`src/rtl/crc_slice4_engine.sv`:
```
// crc_slice4_engine
// Slicing-by-4 reflected CRC-32 engine. Each cycle one 32-bit word sitting in
// stage 1 is folded into the running CRC through four external async-read
// lookup tables. The final CRC of each frame goes out on a valid/ready port.
// Byte 0 of a word (data[7:0]) is the first byte on the wire.
module crc_slice4_engine #(
    parameter logic [31:0] CRC_INIT = 32'hFFFF_FFFF,
    parameter logic [31:0] XOR_OUT  = 32'hFFFF_FFFF
) (
    input  logic        clk,
    input  logic        rstn,
    input  logic        in_valid,
    output logic        in_ready,
    input  logic [31:0] in_data,
    input  logic        in_last,
    input  logic        crc_clr,
    output logic [31:0] tbl_addr0,
    output logic [31:0] tbl_addr1,
    output logic [31:0] tbl_addr2,
    output logic [31:0] tbl_addr3,
    input  logic [31:0] tbl_rdata0,
    input  logic [31:0] tbl_rdata1,
    input  logic [31:0] tbl_rdata2,
    input  logic [31:0] tbl_rdata3,
    output logic        out_valid,
    input  logic        out_ready,
    output logic [31:0] out_crc
);

    typedef enum logic [1:0] {
        S_IDLE,
        S_BUSY,
        S_FLUSH,
        S_HOLD
    } state_t;

    state_t      r_state;
    state_t      w_stateNext;

    logic        r_s1Valid;
    logic [31:0] r_s1Data;
    logic        r_s1Last;
    logic [31:0] r_crcReg;
    logic        r_outValid;
    logic [31:0] r_outCrc;

    logic        w_inReady;
    logic        w_accept;
    logic [31:0] w_x;
    logic [31:0] w_nxt;
    logic        w_frameDone;
    logic        w_outHeld;

    // Input handshake: hold off while the last word is in flight, while a result is unconsumed, or during a clear.
    always_comb begin
        w_outHeld   = r_outValid & ~out_ready;
        w_inReady   = ~crc_clr & ~(r_s1Valid & r_s1Last) & ~w_outHeld;
        w_accept    = in_valid & w_inReady;
        w_frameDone = r_s1Valid & r_s1Last & ~crc_clr;
    end

    // Table addressing and XOR fold; addresses sit at zero while stage 1 is empty.
    always_comb begin
        w_x   = r_s1Valid ? (r_crcReg ^ r_s1Data) : 32'h0;
        w_nxt = tbl_rdata0 ^ tbl_rdata1 ^ tbl_rdata2 ^ tbl_rdata3;
    end

    // Stage 1 holds the accepted word for the cycle in which it is folded in.
    always_ff @(posedge clk) begin
        if (!rstn) begin
            r_s1Valid <= 1'b0;
            r_s1Data  <= 32'h0;
            r_s1Last  <= 1'b0;
        end else if (crc_clr) begin
            r_s1Valid <= 1'b0;
        end else begin
            r_s1Valid <= w_accept;
            if (w_accept) begin
                r_s1Data <= in_data;
                r_s1Last <= in_last;
            end
        end
    end

    // Running CRC: advances by one word per stage-1 word, re-seeds at frame end or clear.
    always_ff @(posedge clk) begin
        if (!rstn) begin
            r_crcReg <= CRC_INIT;
        end else if (crc_clr) begin
            r_crcReg <= CRC_INIT;
        end else if (r_s1Valid) begin
            r_crcReg <= r_s1Last ? CRC_INIT : w_nxt;
        end
    end

    // Result register: loaded when a frame completes, held until the consumer takes it.
    always_ff @(posedge clk) begin
        if (!rstn) begin
            r_outValid <= 1'b0;
            r_outCrc   <= 32'h0;
        end else if (w_frameDone) begin
            r_outValid <= 1'b1;
            r_outCrc   <= w_nxt ^ XOR_OUT;
        end else if (r_outValid && out_ready) begin
            r_outValid <= 1'b0;
        end
    end

    // Frame state register.
    always_ff @(posedge clk) begin
        if (!rstn) begin
            r_state <= S_IDLE;
        end else begin
            r_state <= w_stateNext;
        end
    end

    // Frame state transitions; a clear parks in HOLD only if an unconsumed result remains.
    always_comb begin
        w_stateNext = r_state;
        if (crc_clr) begin
            w_stateNext = w_outHeld ? S_HOLD : S_IDLE;
        end else begin
            case (r_state)
                S_IDLE: begin
                    if (w_accept) begin
                        w_stateNext = in_last ? S_FLUSH : S_BUSY;
                    end
                end
                S_BUSY: begin
                    if (w_accept && in_last) begin
                        w_stateNext = S_FLUSH;
                    end
                end
                S_FLUSH: begin
                    w_stateNext = S_HOLD;
                end
                S_HOLD: begin
                    if (out_ready) begin
                        if (w_accept) begin
                            w_stateNext = in_last ? S_FLUSH : S_BUSY;
                        end else begin
                            w_stateNext = S_IDLE;
                        end
                    end
                end
                default: begin
                    w_stateNext = S_IDLE;
                end
            endcase
        end
    end

    assign in_ready  = w_inReady;
    assign out_valid = r_outValid;
    assign out_crc   = r_outCrc;
    assign tbl_addr0 = {24'h0, w_x[7:0]};
    assign tbl_addr1 = {24'h0, w_x[15:8]};
    assign tbl_addr2 = {24'h0, w_x[23:16]};
    assign tbl_addr3 = {24'h0, w_x[31:24]};

endmodule

```
`config.mk`:
```
export PLATFORM = sky130hd
export DESIGN_NAME = crc_slice4_engine
export DESIGN_NICKNAME = d
export VERILOG_FILES = /design/src/rtl/crc_slice4_engine.sv
export SDC_FILE = /design/constraint.sdc
export NUM_CORES = 1
export LEC_CHECK = 0
export BUFFER_PORTS_ARGS = -buffer_cell sky130_fd_sc_hd__buf_4
export CAP_MARGIN = 25
export CORE_AREA = 2 2 128 130
export CTS_CLUSTER_DIAMETER = 120
export DETAILED_ROUTE_END_ITERATION = 8
export DIE_AREA = 0 0 130 132
export PLACE_DENSITY_LB_ADDON = 0.3
export REMOVE_ABC_BUFFERS = 1
export SYNTH_ARGS = -nofsm -noshare
export SYNTH_HDL_FRONTEND = slang
export SYNTH_SLANG_ARGS = --single-unit
export TNS_END_PERCENT = 20
```
`constraint.sdc`:
```
create_clock -name clk -period 1.8 [get_ports clk]
set_clock_uncertainty 0.2 [all_clocks]
set_input_delay 0.18 -clock clk [delete_from_list [all_inputs] [get_ports clk]]
set_output_delay 0.18 -clock clk [all_outputs]
set_load 0.01 [all_outputs]
```
==> flow_summary.yaml <==
route:
  viasPerCell: 4.11
  drt_iter0_drc: 114
  wl_per_cell_um: 12.7
  finalWirelength_mm: 13.6
  drc: 0
  ant_nets: 0
  vias: 4427
  drt_first_pass_iters: 6
yosys:
  yosysTopAreaCellShare: 0.366
  synthCells: 592
  synthTopCellsByArea: "dfxtp_1, xnor2_1, buf_4"
  ys_ff_latch: 99
  syn_area_per_cell_um2: 9.14
  seq_area_frac_synth: 0.366
  synthesis.area_um2: 5410
  ys_warn_count: 0
  synth_top_cell_by_area: "dfxtp_1"
  synthDistinctLibCells: 23
timing:
  fmax_mhz: 592
  setup_viol: 0
  rsz0062_at_grt: "false"
  period_needed_ps: 1690
  setup_slack_ps: 110
  report.final.slew_viol_count: 0
  slew_headroom: 0.468
  finalCritPeriodShare: 0.939
  holdWs_ps: 32.9
  hold_violations: 0
  worst_slew_pin_slew_ps: 798
clock_tree:
  cts_made_buffers: 9
  cts-root-buf: "clkbuf_16"
  cts_setup_buffers: 0
  clock_latency_ps: 340
  cts_sinks: 99
  path_clk_slew_ps: 70
  cts_tree: "built"
  clk_path_buf_depth: 2
  h-tree-depth: 3
die:
  fp.dieH_um: 132
  core.rowCount: 46
  start_util: 0.344
  coreArea_um2: 15700
  pin_count: 328
  dieArea_um2: 17200
  die_x_um: 130
cells_and_area:
  area_growth_pct: 43.9
  diodes: 0
  layout.nets: 1021
  mostFrequentLayoutCells: "buf_4, dfxtp_1, xnor2_1, conb_1, nand2_1"
  layout_commonest_cell: "buf_4"
  fin_cells: 1076
  drive_above_1_share: 0.307
setup_path:
  slowest_stage: "o21a_2"
  endpoint: "out_crc[16]"
  worstReg2RegEnd: "out_crc[16]"
  cp-start-kind: "register"
  crit_family: "compound AO/OA/AOI/OAI gates"
  crit-reg2reg-launch: "r_s1Last"
  required_ps: 1880
  path_buf_inv: 0
  cp_cell_sequence: "nand2_2, o21a_2, a22o_1"
  rr_worst_depth: 3
  max_stage_delay_ps: 670
  cp_data_arrival_time_ps: 1770
  path_class: "reg -> reg"
  startpoint: "r_s1Last"
  crit_cells: 3
  cp_max_fo: 32
  end_kind: "register"
  r2r_slack_ps: 110
min_path:
  hold_path.class: "in -> reg"
  hp-start: "crc_clr"
global_routing:
  track_usage: 0.150
  antenna_found_initial: 0
  grt_pass1_vias: 4142
  grt_overflow_total: 0
  grt_pass1_wl_mm: 20.1
  grt_max_degree: 44
status:
  status: "completed"
placed_design:
  place_congestion: 0.707
  dpl.hpwl_mm: 10.1
  place_inst: 1021
  port-buffer-count: 231
  place_ws_ps: 86.7
flow_run:
  max_cap_violations: 0
pwr:
  powerDensity_nw_per_um2: 703
  power_mw: 5.47
  power.leakage_nw: 3.47
  peakVddDrop_mv: 0.623
==> Yosys cell counts, drive strengths merged <==
master    n
a21oi    32
nand2b    1
o21ai     1
conb      1
or3b      1
clkbuf   13
xnor2    96
and2     33
xor2     32
nand2    68
nor4bb    1
buf     112
and4b     1
a22o     32
dfxtp    99
nor2     33
nor3b     1
and3b     1
mux2i    33
o21a      1
==> worst min-delay path by stage <==
stage,to,depth (start not counted)
5_1_grt,r_s1Valid,2
2_1_floorplan,out_valid,1
6_report,r_s1Valid,2
3_5_place_dp,r_s1Data[22],3
3_3_place_gp,r_s1Data[15],3
4_1_cts,r_s1Valid,2
==> metrics by stage <==
step                      setup TNS [ps]   util  area [µm²]
after floorplan                   -92120      -        4890
after global placement                 0  0.449        7060
after detailed placement               0  0.449        7060
after CTS                              0  0.495        7780
after global routing                   0  0.495        7780
final                                  0  0.495        7780
==> power by group <==
part / leakage (nW) / internal, mW / switching (mW)
sequential: 0.803 / 2.24 / 0.0322
combinational: 2.50 / 0.583 / 0.491
clock: 0.159 / 1.29 / 0.833
total: 3.47 / 4.11 / 1.36
==> state kept, by name, indices dropped and copies added (netlist names) <==
name       cells
r_s1Valid      1
r_s1Last       1
out_crc       32
r_crcReg      32
out_valid      1
r_s1Data      32
==> repair_timing <==
action | 4_1_cts | 5_1_grt
setup endpoints to repair | 0 | 1
hold buffers | 39 | 0
hold endpoints to repair | 34 | 0
gates resized for setup | 0 | 1
==> metal layers <==
layer  routed length, µm  GRT usage  share of wire
met2                6940      0.272           0.51
met4                 214     0.0466          0.016
met5                   0          0              0
met1                5480      0.166           0.40
met3                1010     0.0430          0.074
==> cell families (layout without fill, tap and decap cells) <==
| logic type | after synthesis | count (layout) | synth area share |
|---|---|---|---|
| AOI/OAI and AO/OA | 66 | 66 | 0.0837 |
| buffers and inverters | 125 | 298 | 0.162 |
| xor gates and xnor gates | 128 | 128 | 0.207 |
| other | 1 | 96 | 0.000693 |
| muxes | 33 | 33 | 0.0611 |
| and+or+nand+nor | 140 | 140 | 0.119 |
| DFF | 99 | 99 | 0.366 |
==> final cells by class <==
type	instances	area, µm²
Clock buffer	12	256
Clock inverter	4	72.6
Fill cell	1534	7930
Multi-Input combinational cell	463	2930
Sequential cell	99	1980
Tap cell	216	270
Timing Repair Buffer	282	2270
No activity file was read; power rests on OpenSTA's default activity.
